## config.mk

```make
export PLATFORM = sky130hd
export DESIGN_NAME = cache_tag_compare_flat
export DESIGN_NICKNAME = d
export VERILOG_FILES = /design/src/rtl/cache_tag_compare_if.sv /design/src/rtl/cache_tag_compare.sv /design/src/flat_wrapper.sv
export SDC_FILE = /design/constraint.sdc
export NUM_CORES = 1
export LEC_CHECK = 0
export ABC_AREA = 0
export CORE_MARGIN = 5
export CORE_UTILIZATION = 30
export DETAILED_ROUTE_END_ITERATION = 10
export GPL_TIMING_DRIVEN = 1
export PLACE_DENSITY = 0.47
export SLEW_MARGIN = 20
export SYNTH_ARGS = -nofsm -noshare
export SYNTH_HDL_FRONTEND = slang
export SYNTH_SLANG_ARGS = --single-unit
```

## constraint.sdc

```tcl
create_clock -name clk -period 3.5 [get_ports clk]
set_clock_uncertainty 0.15 [all_clocks]
set_input_delay 0.7 -clock clk [delete_from_list [all_inputs] [get_ports clk]]
set_output_delay 0.7 -clock clk [all_outputs]
set_load 0.02 [all_outputs]
```

## src/rtl/cache_tag_compare_if.sv

```systemverilog
// cache_tag_compare_if
//   Bundles the three handshakes of the tag-compare stage:
//     upstream  : in_valid/in_ready, in_x_addr, in_y_addr, in_chg_luma, in_chg_chma, inv
//     fill      : miss_valid/miss_ready, miss_x_addr, miss_y_addr, miss_set, miss_way, fill_done
//     downstream: out_valid/out_ready, out_hit, out_way, out_set, out_chg_luma, out_chg_chma
//   slave  : the tag-compare stage itself.
//   master : the surrounding pipeline / fill engine (or a testbench).
interface cache_tag_compare_if #(
  parameter int XA_W       = 8,
  parameter int YA_W       = 8,
  parameter int SET_X_BITS = 2,
  parameter int SET_Y_BITS = 2
);
  localparam int SET_W = SET_X_BITS + SET_Y_BITS;

  logic             in_valid;
  logic             in_ready;
  logic [XA_W-1:0]  in_x_addr;
  logic [YA_W-1:0]  in_y_addr;
  logic             in_chg_luma;
  logic             in_chg_chma;
  logic             inv;

  logic             miss_valid;
  logic             miss_ready;
  logic [XA_W-1:0]  miss_x_addr;
  logic [YA_W-1:0]  miss_y_addr;
  logic [SET_W-1:0] miss_set;
  logic             miss_way;
  logic             fill_done;

  logic             out_valid;
  logic             out_ready;
  logic             out_hit;
  logic             out_way;
  logic [SET_W-1:0] out_set;
  logic             out_chg_luma;
  logic             out_chg_chma;

  modport slave (
    input  in_valid, in_x_addr, in_y_addr, in_chg_luma, in_chg_chma, inv,
    output in_ready,
    output miss_valid, miss_x_addr, miss_y_addr, miss_set, miss_way,
    input  miss_ready, fill_done,
    output out_valid, out_hit, out_way, out_set, out_chg_luma, out_chg_chma,
    input  out_ready
  );

  modport master (
    output in_valid, in_x_addr, in_y_addr, in_chg_luma, in_chg_chma, inv,
    input  in_ready,
    input  miss_valid, miss_x_addr, miss_y_addr, miss_set, miss_way,
    output miss_ready, fill_done,
    input  out_valid, out_hit, out_way, out_set, out_chg_luma, out_chg_chma,
    output out_ready
  );
endinterface

```

## src/rtl/cache_tag_compare.sv

```systemverilog
// cache_tag_compare
//   Tag-compare stage of the reference-pixel cache. Looks up one block address
//   per handshake in a 2-way set-associative tag array and forwards a
//   registered hit/way/set result. A miss issues one fill request, stalls
//   upstream until fill_done, then writes the tag and forwards the result.
// Ports:
//   clk, reset : clock, synchronous active-high reset
//   bus        : cache_tag_compare_if.slave (upstream, fill and downstream handshakes)
//   hit_count, miss_count : 32-bit statistics, present only when the macro
//                CACHE_TAG_STATS_EN is defined (cleared by reset and inv).
module cache_tag_compare #(
  parameter int XA_W       = 8,
  parameter int YA_W       = 8,
  parameter int SET_X_BITS = 2,
  parameter int SET_Y_BITS = 2
) (
  input logic                clk,
  input logic                reset,
  cache_tag_compare_if.slave bus
`ifdef CACHE_TAG_STATS_EN
  ,
  output logic [31:0]        hit_count,
  output logic [31:0]        miss_count
`endif
);
  localparam int SET_W = SET_X_BITS + SET_Y_BITS;
  localparam int TAG_W = XA_W + YA_W - SET_W;
  localparam int SETS  = 1 << SET_W;

  typedef enum logic [1:0] {
    LOOKUP    = 2'd0,
    MISS_REQ  = 2'd1,
    MISS_WAIT = 2'd2
  } state_t;

  function automatic logic [SET_W-1:0] set_of(input logic [XA_W-1:0] x, input logic [YA_W-1:0] y);
    return {y[SET_Y_BITS-1:0], x[SET_X_BITS-1:0]};
  endfunction

  function automatic logic [TAG_W-1:0] tag_of(input logic [XA_W-1:0] x, input logic [YA_W-1:0] y);
    return {y[YA_W-1:SET_Y_BITS], x[XA_W-1:SET_X_BITS]};
  endfunction

  state_t           state_r, state_s;
  logic [TAG_W-1:0] tag0_r [SETS];
  logic [TAG_W-1:0] tag1_r [SETS];
  logic [SETS-1:0]  valid0_r, valid1_r, lru_r;

  logic [XA_W-1:0]  miss_x_r;
  logic [YA_W-1:0]  miss_y_r;
  logic [SET_W-1:0] miss_set_r;
  logic             miss_way_r, miss_luma_r, miss_chma_r;

  logic             out_valid_r, out_hit_r, out_way_r, out_luma_r, out_chma_r;
  logic [SET_W-1:0] out_set_r;

  logic [SET_W-1:0] set_s;
  logic [TAG_W-1:0] tag_s;
  logic             hit0_s, hit1_s, hit_s, hit_way_s, victim_s;
  logic             in_ready_s, accept_s, inv_s, load_hit_s, load_fill_s;

  // Lookup of the incoming address and victim choice (way0 wins ties).
  always_comb begin
    set_s  = set_of(bus.in_x_addr, bus.in_y_addr);
    tag_s  = tag_of(bus.in_x_addr, bus.in_y_addr);
    hit0_s = valid0_r[set_s] && (tag0_r[set_s] == tag_s);
    hit1_s = valid1_r[set_s] && (tag1_r[set_s] == tag_s);
    hit_s  = hit0_s | hit1_s;
    if (hit0_s) hit_way_s = 1'b0;
    else        hit_way_s = 1'b1;
    if (!valid0_r[set_s])      victim_s = 1'b0;
    else if (!valid1_r[set_s]) victim_s = 1'b1;
    else                       victim_s = lru_r[set_s];
  end

  // inv only takes effect in LOOKUP and blocks acceptance in that cycle.
  assign inv_s       = bus.inv && (state_r == LOOKUP);
  assign in_ready_s  = (state_r == LOOKUP) && !bus.inv && (!out_valid_r || bus.out_ready);
  assign accept_s    = bus.in_valid && in_ready_s;
  assign load_hit_s  = accept_s && hit_s;
  assign load_fill_s = (state_r == MISS_WAIT) && bus.fill_done;

  // State register.
  always_ff @(posedge clk) begin
    if (reset) state_r <= LOOKUP;
    else       state_r <= state_s;
  end

  // Next-state logic.
  always_comb begin
    state_s = state_r;
    case (state_r)
      LOOKUP:    if (accept_s && !hit_s) state_s = MISS_REQ;  else state_s = LOOKUP;
      MISS_REQ:  if (bus.miss_ready)     state_s = MISS_WAIT; else state_s = MISS_REQ;
      MISS_WAIT: if (bus.fill_done)      state_s = LOOKUP;    else state_s = MISS_WAIT;
      default:   state_s = LOOKUP;
    endcase
  end

  // Tag/valid/LRU array: invalidate, LRU touch on hit, tag write on fill.
  always_ff @(posedge clk) begin
    if (reset) begin
      valid0_r <= {SETS{1'b0}};
      valid1_r <= {SETS{1'b0}};
      lru_r    <= {SETS{1'b0}};
      for (int i = 0; i < SETS; i++) begin
        tag0_r[i] <= {TAG_W{1'b0}};
        tag1_r[i] <= {TAG_W{1'b0}};
      end
    end else if (inv_s) begin
      valid0_r <= {SETS{1'b0}};
      valid1_r <= {SETS{1'b0}};
      lru_r    <= {SETS{1'b0}};
    end else if (load_hit_s) begin
      lru_r[set_s] <= ~hit_way_s;
    end else if (load_fill_s) begin
      if (miss_way_r) begin
        tag1_r[miss_set_r]   <= tag_of(miss_x_r, miss_y_r);
        valid1_r[miss_set_r] <= 1'b1;
      end else begin
        tag0_r[miss_set_r]   <= tag_of(miss_x_r, miss_y_r);
        valid0_r[miss_set_r] <= 1'b1;
      end
      lru_r[miss_set_r] <= ~miss_way_r;
    end else begin
      lru_r <= lru_r;
    end
  end

  // Miss capture; fields stay stable for the whole request.
  always_ff @(posedge clk) begin
    if (reset) begin
      miss_x_r    <= {XA_W{1'b0}};
      miss_y_r    <= {YA_W{1'b0}};
      miss_set_r  <= {SET_W{1'b0}};
      miss_way_r  <= 1'b0;
      miss_luma_r <= 1'b0;
      miss_chma_r <= 1'b0;
    end else if (accept_s && !hit_s) begin
      miss_x_r    <= bus.in_x_addr;
      miss_y_r    <= bus.in_y_addr;
      miss_set_r  <= set_s;
      miss_way_r  <= victim_s;
      miss_luma_r <= bus.in_chg_luma;
      miss_chma_r <= bus.in_chg_chma;
    end else begin
      miss_x_r    <= miss_x_r;
    end
  end

  // Output register. On a fill it is known empty, so the load is unconditional.
  always_ff @(posedge clk) begin
    if (reset) begin
      out_valid_r <= 1'b0;
      out_hit_r   <= 1'b0;
      out_way_r   <= 1'b0;
      out_set_r   <= {SET_W{1'b0}};
      out_luma_r  <= 1'b0;
      out_chma_r  <= 1'b0;
    end else if (load_hit_s) begin
      out_valid_r <= 1'b1;
      out_hit_r   <= 1'b1;
      out_way_r   <= hit_way_s;
      out_set_r   <= set_s;
      out_luma_r  <= bus.in_chg_luma;
      out_chma_r  <= bus.in_chg_chma;
    end else if (load_fill_s) begin
      out_valid_r <= 1'b1;
      out_hit_r   <= 1'b0;
      out_way_r   <= miss_way_r;
      out_set_r   <= miss_set_r;
      out_luma_r  <= miss_luma_r;
      out_chma_r  <= miss_chma_r;
    end else if (bus.out_ready) begin
      out_valid_r <= 1'b0;
    end else begin
      out_valid_r <= out_valid_r;
    end
  end

`ifdef CACHE_TAG_STATS_EN
  // Wrap-around hit/miss statistics.
  always_ff @(posedge clk) begin
    if (reset || inv_s) begin
      hit_count  <= 32'd0;
      miss_count <= 32'd0;
    end else begin
      if (load_hit_s)  hit_count  <= hit_count + 32'd1;
      else             hit_count  <= hit_count;
      if (load_fill_s) miss_count <= miss_count + 32'd1;
      else             miss_count <= miss_count;
    end
  end
`endif

  assign bus.in_ready     = in_ready_s;
  assign bus.miss_valid   = (state_r == MISS_REQ);
  assign bus.miss_x_addr  = miss_x_r;
  assign bus.miss_y_addr  = miss_y_r;
  assign bus.miss_set     = miss_set_r;
  assign bus.miss_way     = miss_way_r;
  assign bus.out_valid    = out_valid_r;
  assign bus.out_hit      = out_hit_r;
  assign bus.out_way      = out_way_r;
  assign bus.out_set      = out_set_r;
  assign bus.out_chg_luma = out_luma_r;
  assign bus.out_chg_chma = out_chma_r;
endmodule

```

## src/flat_wrapper.sv

```systemverilog
// flat-port wrapper written by rule: the top's interface ports become plain ports
module cache_tag_compare_flat 
#(
  parameter int XA_W       = 8,
  parameter int YA_W       = 8,
  parameter int SET_X_BITS = 2,
  parameter int SET_Y_BITS = 2
)
  (clk, reset, bus_in_valid, bus_in_x_addr, bus_in_y_addr, bus_in_chg_luma, bus_in_chg_chma, bus_inv, bus_in_ready, bus_miss_valid, bus_miss_x_addr, bus_miss_y_addr, bus_miss_set, bus_miss_way, bus_miss_ready, bus_fill_done, bus_out_valid, bus_out_hit, bus_out_way, bus_out_set, bus_out_chg_luma, bus_out_chg_chma, bus_out_ready);
  cache_tag_compare_if #(.XA_W(XA_W), .YA_W(YA_W), .SET_X_BITS(SET_X_BITS), .SET_Y_BITS(SET_Y_BITS)) bus_i ();
  input logic clk;
  input logic reset;
  input wire logic [$bits(bus_i.in_valid)-1:0] bus_in_valid;
  input wire logic [$bits(bus_i.in_x_addr)-1:0] bus_in_x_addr;
  input wire logic [$bits(bus_i.in_y_addr)-1:0] bus_in_y_addr;
  input wire logic [$bits(bus_i.in_chg_luma)-1:0] bus_in_chg_luma;
  input wire logic [$bits(bus_i.in_chg_chma)-1:0] bus_in_chg_chma;
  input wire logic [$bits(bus_i.inv)-1:0] bus_inv;
  output wire logic [$bits(bus_i.in_ready)-1:0] bus_in_ready;
  output wire logic [$bits(bus_i.miss_valid)-1:0] bus_miss_valid;
  output wire logic [$bits(bus_i.miss_x_addr)-1:0] bus_miss_x_addr;
  output wire logic [$bits(bus_i.miss_y_addr)-1:0] bus_miss_y_addr;
  output wire logic [$bits(bus_i.miss_set)-1:0] bus_miss_set;
  output wire logic [$bits(bus_i.miss_way)-1:0] bus_miss_way;
  input wire logic [$bits(bus_i.miss_ready)-1:0] bus_miss_ready;
  input wire logic [$bits(bus_i.fill_done)-1:0] bus_fill_done;
  output wire logic [$bits(bus_i.out_valid)-1:0] bus_out_valid;
  output wire logic [$bits(bus_i.out_hit)-1:0] bus_out_hit;
  output wire logic [$bits(bus_i.out_way)-1:0] bus_out_way;
  output wire logic [$bits(bus_i.out_set)-1:0] bus_out_set;
  output wire logic [$bits(bus_i.out_chg_luma)-1:0] bus_out_chg_luma;
  output wire logic [$bits(bus_i.out_chg_chma)-1:0] bus_out_chg_chma;
  input wire logic [$bits(bus_i.out_ready)-1:0] bus_out_ready;
  assign bus_i.in_valid = bus_in_valid;
  assign bus_i.in_x_addr = bus_in_x_addr;
  assign bus_i.in_y_addr = bus_in_y_addr;
  assign bus_i.in_chg_luma = bus_in_chg_luma;
  assign bus_i.in_chg_chma = bus_in_chg_chma;
  assign bus_i.inv = bus_inv;
  assign bus_in_ready = bus_i.in_ready;
  assign bus_miss_valid = bus_i.miss_valid;
  assign bus_miss_x_addr = bus_i.miss_x_addr;
  assign bus_miss_y_addr = bus_i.miss_y_addr;
  assign bus_miss_set = bus_i.miss_set;
  assign bus_miss_way = bus_i.miss_way;
  assign bus_i.miss_ready = bus_miss_ready;
  assign bus_i.fill_done = bus_fill_done;
  assign bus_out_valid = bus_i.out_valid;
  assign bus_out_hit = bus_i.out_hit;
  assign bus_out_way = bus_i.out_way;
  assign bus_out_set = bus_i.out_set;
  assign bus_out_chg_luma = bus_i.out_chg_luma;
  assign bus_out_chg_chma = bus_i.out_chg_chma;
  assign bus_i.out_ready = bus_out_ready;
  cache_tag_compare #(.XA_W(XA_W), .YA_W(YA_W), .SET_X_BITS(SET_X_BITS), .SET_Y_BITS(SET_Y_BITS)) u_core (.clk(clk), .reset(reset), .bus(bus_i));
endmodule
```

==> results of run 1 <==
-- stage by stage --
step           area (sq um)  setup TNS (ns)  power, uW
2_1_floorplan         22290        -0.02351       6847
3_3_place_gp          25100          -19.66       7399
3_5_place_dp          25100          -19.94       7407
4_1_cts               26610               0      12410
5_1_grt               26620               0      12710
6_report              26620               0      12290
-- critical path: stages --
cell and delay [ns]:
clkdlybuf4s50_1 0.44, buf_12 0.17, inv_2 0.09, buf_4 0.24, mux2i_1 0.32, xnor2_1 0.12, a2111o_1 0.42, a221oi_2 0.32
and3_2 0.35, buf_12 0.22, a31oi_1 0.11, a31oi_1 0.19
-- Yosys cell counts (all sizes together), types with 10 or more instances --
| cell type | instances |
|---|---|
| and2 | 390 |
| or2 | 13 |
| nor2b | 12 |
| nand3 | 38 |
| a22oi | 18 |
| a21o | 32 |
| mux4 | 101 |
| edfxtp | 384 |
| clkbuf | 110 |
| a21oi | 52 |
| mux2i | 59 |
| nand2 | 42 |
| nor2 | 78 |
| o21ai | 50 |
| o31ai | 37 |
| dfxtp | 78 |
| a31oi | 29 |
| buf | 52 |
| xnor2 | 10 |
-- layout by cell type, fill, tap and decap left out, drive strengths merged, types with 9 or more instances in the layout --
cell type / synthesis / layout
mux2i: 59 / 59
xor2: 9 / 9
a21oi: 52 / 52
and2: 390 / 390
clkbuf: 110 / 72
a21o: 32 / 32
clkdlybuf4s50: 0 / 54
clkinv: 0 / 15
a22oi: 18 / 18
or2: 13 / 13
edfxtp: 384 / 384
nor2b: 12 / 12
a31oi: 29 / 29
o31ai: 37 / 37
nand3: 38 / 38
xnor2: 10 / 10
mux4: 101 / 101
nand2: 42 / 42
buf: 52 / 232
inv: 9 / 10
o21ai: 50 / 50
nor2: 78 / 78
dfxtp: 78 / 78
-- state kept, by name, summed over array words and instances (netlist names), 2 cells and up --
signal                  count
u_core.valid0_r            16
u_core.bus.miss_x_addr      6
u_core.bus.out_set          4
u_core.tag1_r             192
u_core.lru_r               16
u_core.tag0_r             192
u_core.bus.miss_set         3
u_core.bus.miss_y_addr      7
u_core.valid1_r            16
u_core.state_r              2
-- layout make-up --
cell class,count,area [sq um],share of cell area (%)
flip-flops and latches,462,13090,49.19
clock buffers,72,1385,5.204
repair buffers,286,2515,9.449
well taps,959,1200,4.508
inverters,9,33.78,0.1269
clock inverters,19,122.6,0.4607
multi-input cells,1047,8268,31.06
-- timing repair --
| item | CTS | global route |
|---|---|---|
| gates resized for setup | 0 | 2 |
| endpoints found under the setup margin | 0 | 9 |
| hold endpoints to repair | 0 | 0 |
-- power breakdown --
| part | total, uW | internal (uW) | switching [uW] |
|---|---|---|---|
| Clock | 5000 | 2810 | 2190 |
| Combinational | 1140 | 468 | 671 |
| Sequential | 6150 | 6090 | 54.1 |
| Total | 12300 | 9380 | 2910 |
-- final timing paths --
path | start | end | slack [ns] | cells past startpoint
setup / recovery | bus_in_y_addr[1] | u_core.lru_r[15]$_SDFFE_PP0P_ | 0.13 | 12
hold / removal | u_core.valid0_r[2]$_SDFFE_PP0P_ | u_core.valid0_r[2]$_SDFFE_PP0P_ | 0.29 | 1
setup reg to reg | u_core.tag0_r[5][10]$_SDFFCE_PN0P_ | u_core.lru_r[15]$_SDFFE_PP0P_ | 0.32 | 9
hold reg to reg | u_core.valid0_r[2]$_SDFFE_PP0P_ | u_core.valid0_r[2]$_SDFFE_PP0P_ | 0.29 | 1
-- kinds of logic (layout without fill, tap and decap cells) --
kind of cell	after synthesis	count (layout)	share of synthesized area, %
and+or+nand+nor	613	613	15.90
DFF	462	462	59.00
AOI/OAI and AO/OA	254	254	7.510
buffers and inverters	171	386	3.879
muxes	161	161	12.96
xor gates and xnor gates	19	19	0.7499
-- routing by layer --
layer | vias to the layer above | part of all wire (%) | global-route usage [%]
met4 | 0 | 3.3 | 5.461
met3 | 112 | 5.8 | 2.939
met2 | 485 | 46 | 27.53
li1 | 6525 | - | -
met5 | - | 0 | 0
met1 | 7296 | 45 | 24.13
==> results.toml, run 1 <==
[sta]
fmax_mhz = 297.1
hold_ws_ns = 0.2946
setup_violations = 0
slew-limit-headroom_pct = 30.12
hold_viol = 0
post-route-min-period_ns = 3.366
rsz0062_at_grt = "false"
period_share_pct = 96.18
timing.final.ws_setup_ns = 0.1338
slew_viol_final = 0
tightestPinTransition_ns = 1.044

[cts]
h-tree-depth = 2
post_cts_buffers = 0
clkTransAtPathRegs_ns = 0.06
hold_buffers = 0
cts_tree = "yes"
numCtsBuffers = 50
cts_root_buf = "clkbuf_16"
cts_buffer_depth = 3
worst_skew_pair.late_latency_ns = 0.60
cts.sinks = 462

[layout]
fillers = 6979
syn_to_final_growth_pct = 19.94
drive_gt1_share_pct = 22.53
fin_nets = 1881
diodes = 0
final_core_util_pct = 36.36
final-instance-count-excl-fill = 2854

[yosys]
synthTopCellsByArea = "edfxtp_1, and2_1, mux4_2"
synth_area_sq_mm = 0.02219
ys_ff_latch = 462
synthArstFlopShare_pct = 0
synthesis.nets = 1705
synth_largest_area_cell = "edfxtp_1"
synth_edf_count = 384
synthCells = 1680
ys.flop_type = "edfxtp_1"
syn_area_per_cell_sq_um = 13.21
ys_seq_area_share_pct = 59.00
synth_top_area_share_pct = 51.96
yosys_warnings = 0
ys_types = 60

[place]
placedCellCount = 2763
place_hpwl_um = 45230
io_buffers = 56
place.gp.congestion = 0.8797
detailedPlace.worstSlack_ns = -0.4968

[setup_path]
worstPathRequired_ns = 3.85
cp.arrival_ns = 3.72
path_class = "input port to register"
end_kind = "register"
critPathMaxFanout = 33
cp-start-kind = "input port"

[global_route]
grt_pass1_wl_um = 101400
grt_usage_pct = 17.24
overflow = 0
antenna_found_initial = 1
grt_start_max_net_pins = 40
first_global_vias = 14454

[floorplan]
core-area_sq_mm = 0.07321
top_level_ports = 57
die_area_sq_mm = 0.07951
fp.dieH_um = 282.0
start_util_pct = 30.31
die_w_um = 282.0
rows = 99

[power]
p_leak_uw = 0.01015
ir_drop_uv = 343.8
power_density_mw_per_mm2 = 461.7

[detailed_routing]
ant_nets = 0
vias = 14418
drt_pre_antenna_iters = 6
remaining_drc_errors = 0
detail_route.wl_per_cell_um = 24.28
wl_um = 69280
drt-initial-drc-count = 1317
viasPerCell = 5.052

[flow_run]
drv_cap = 0

[worst_hold_path]
hp-class = "register to register"

[run_status]
status = "finished, final reports clean"
(Power assumes the default switching activity.)
==> inputs of run 2 (changes only) <==
CORE_UTILIZATION = 58   (was 30)
DONT_BUFFER_PORTS = 1   (was default)
PLACE_DENSITY = 0.77   (was 0.47)
RECOVER_POWER = 50   (was default)
==> run 2 against run 1 <==
Net effect:
- non-clock buffer count down 160
- via count about the same
- total power down 5.9%
- fmax up 4.3%
- first-iteration DRC count up 56%
- wire length down 15%
- clock power down 7.4%
- combinational power down 34%
- flip-flop and latch count unchanged
- global-route usage up 11 points
- critical path depth down 5
- register-to-register slack worse by 0.05 ns
- critical endpoint is now u_core.tag1_r[13][7]$_SDFFCE_PN0P_
==> results.toml, run 2 (synthesis results as in run 1) <==
[layout]
final_core_util_pct = 64.38
finalInstanceArea_sq_mm = 0.02431
reg.largest.list = "u_core.tag0_r x192, u_core.tag1_r x192"
diodes = 0
fin_nets = 1717
mostFrequentLayoutCell = "edfxtp_1"
drive_gt1_share_pct = 16.25
syn_to_final_growth_pct = 9.534
mostFrequentLayoutCells = "edfxtp_1, and2_1, mux4_2, and2_0"
final-instance-count-excl-fill = 2240

[place]
place.gp.congestion = 0.9741
placedCellCount = 2155
io_buffers = 0
place_hpwl_um = 36390
placed_area_sq_mm = 0.02307

[setup_path]
timing.rr.end = "u_core.tag1_r[13][7]$_SDFFCE_PN0P_"
worstPathRequired_ns = 3.66
path_class = "register to register"
rr_startpoint = "u_core.state_r[1]$_SDFF_PP0_"
reg2reg_depth = 7
cp.arrival_ns = 3.39
end_kind = "register"
critPathMaxFanout = 32
reg2reg_slack_ns = 0.27
cp-start-kind = "register"

[floorplan]
rows = 71
fp.dieH_um = 205.6
top_level_ports = 57
die_w_um = 205.6
start_util_pct = 58.78
core-area_sq_mm = 0.03776
die_area_sq_mm = 0.04227

[cts]
cts_tree = "yes"
cts_root_buf = "clkbuf_16"
post_cts_buffers = 0
h-tree-depth = 2
cts.sinks = 462
cts_buffer_depth = 3
clkTransAtPathRegs_ns = 0.06
numCtsBuffers = 46
hold_buffers = 0
cts_resized = 0
worst_skew_pair.late_latency_ns = 0.58

[worst_hold_path]
hold_depth = 1
worstHoldEndpoint = "u_core.bus.out_valid$_SDFFE_PP0P_"
min_from = "reset"
hp-class = "input port to register"

[detailed_routing]
wl_um = 59110
drt_pre_antenna_iters = 7
drt-initial-drc-count = 2049
vias = 14417
detail_route.wl_per_cell_um = 26.39
remaining_drc_errors = 0
viasPerCell = 6.436
ant_nets = 0

[sta]
hold_viol = 0
post-route-min-period_ns = 3.227
rsz0062_at_grt = "false"
tightestPinTransition_ns = 1.358
slew_viol_final = 0
fin_setup_tns_ns = 0
slew-limit-headroom_pct = 9.445
period_share_pct = 92.19
setup_violations = 0
fmax_mhz = 309.9

[run_status]
status = "finished, final reports clean"

[global_route]
grt_pass1_wl_um = 89090
grt_usage_pct = 28.13
antenna_found_initial = 2
first_global_vias = 14340
overflow = 0
grt_start_max_net_pins = 132

[power]
power_uw = 11560
p_leak_uw = 0.009121
power_density_mw_per_mm2 = 475.8
ir_drop_uv = 328.3

[flow_run]
drv_cap = 0
## run 2: layout make-up
type | instances | area, sq um
inverters | 9 | 33.78
flip-flops and latches | 462 | 13090
fillers | 2693 | 13450
clock buffers | 61 | 1260
well taps | 511 | 639.4
multi-input cells | 1047 | 8263
repair buffers | 126 | 882.1
clock inverters | 24 | 136.4
## run 2: critical path, cell delays in order (launching register included)
cell and delay [ns]:
dfxtp_1 0.38, nor2_1 0.26, a21oi_4 0.09, nand3_1 0.08
clkbuf_1 0.98, nor2_1 0.39, clkbuf_1 0.35, and2_0 0.25
## run 2: per-stage QoR
step / setup WS [ns] / hold WS (ns)
global route: 0.09826 / 0.01300
finish: 0.2734 / 0.03937
global placement: 0.04515 / 0.2774
floorplan: -0.02351 / 0.2711
detailed placement: -0.02249 / 0.2856
CTS: 0.3960 / 0.01780
## run 2: worst max-delay path by stage
stage          depth (start not counted)                               start                            endpoint
2_1_floorplan                         15                    bus_in_x_addr[1]  u_core.bus.out_set[0]$_SDFFE_PP0P_
3_3_place_gp                          10                    bus_in_x_addr[0]  u_core.bus.out_set[3]$_SDFFE_PP0P_
3_5_place_dp                          10                    bus_in_x_addr[0]  u_core.bus.out_set[3]$_SDFFE_PP0P_
4_1_cts                               10  u_core.tag1_r[11][2]$_SDFFCE_PN0P_  u_core.bus.out_set[3]$_SDFFE_PP0P_
5_1_grt                                7        u_core.state_r[1]$_SDFF_PP0_  u_core.tag1_r[13][2]$_SDFFCE_PN0P_
6_report                               7        u_core.state_r[1]$_SDFF_PP0_  u_core.tag1_r[13][7]$_SDFFCE_PN0P_
## run 2: report_power, final
part | total, uW | switching (uW) | internal [uW]
clock | 4630 | 2090 | 2540
sequential | 6180 | 81.4 | 6090
combinational | 757 | 448 | 308
total | 11600 | 2620 | 8950
## run 2: layer usage
metal	track usage, %	wire (um)	part of all wire (%)
met4	10.67	2395	4.1
met2	44.28	27490	46
met3	5.879	6876	12
met5	0	13	0.022
met1	39.03	22340	38
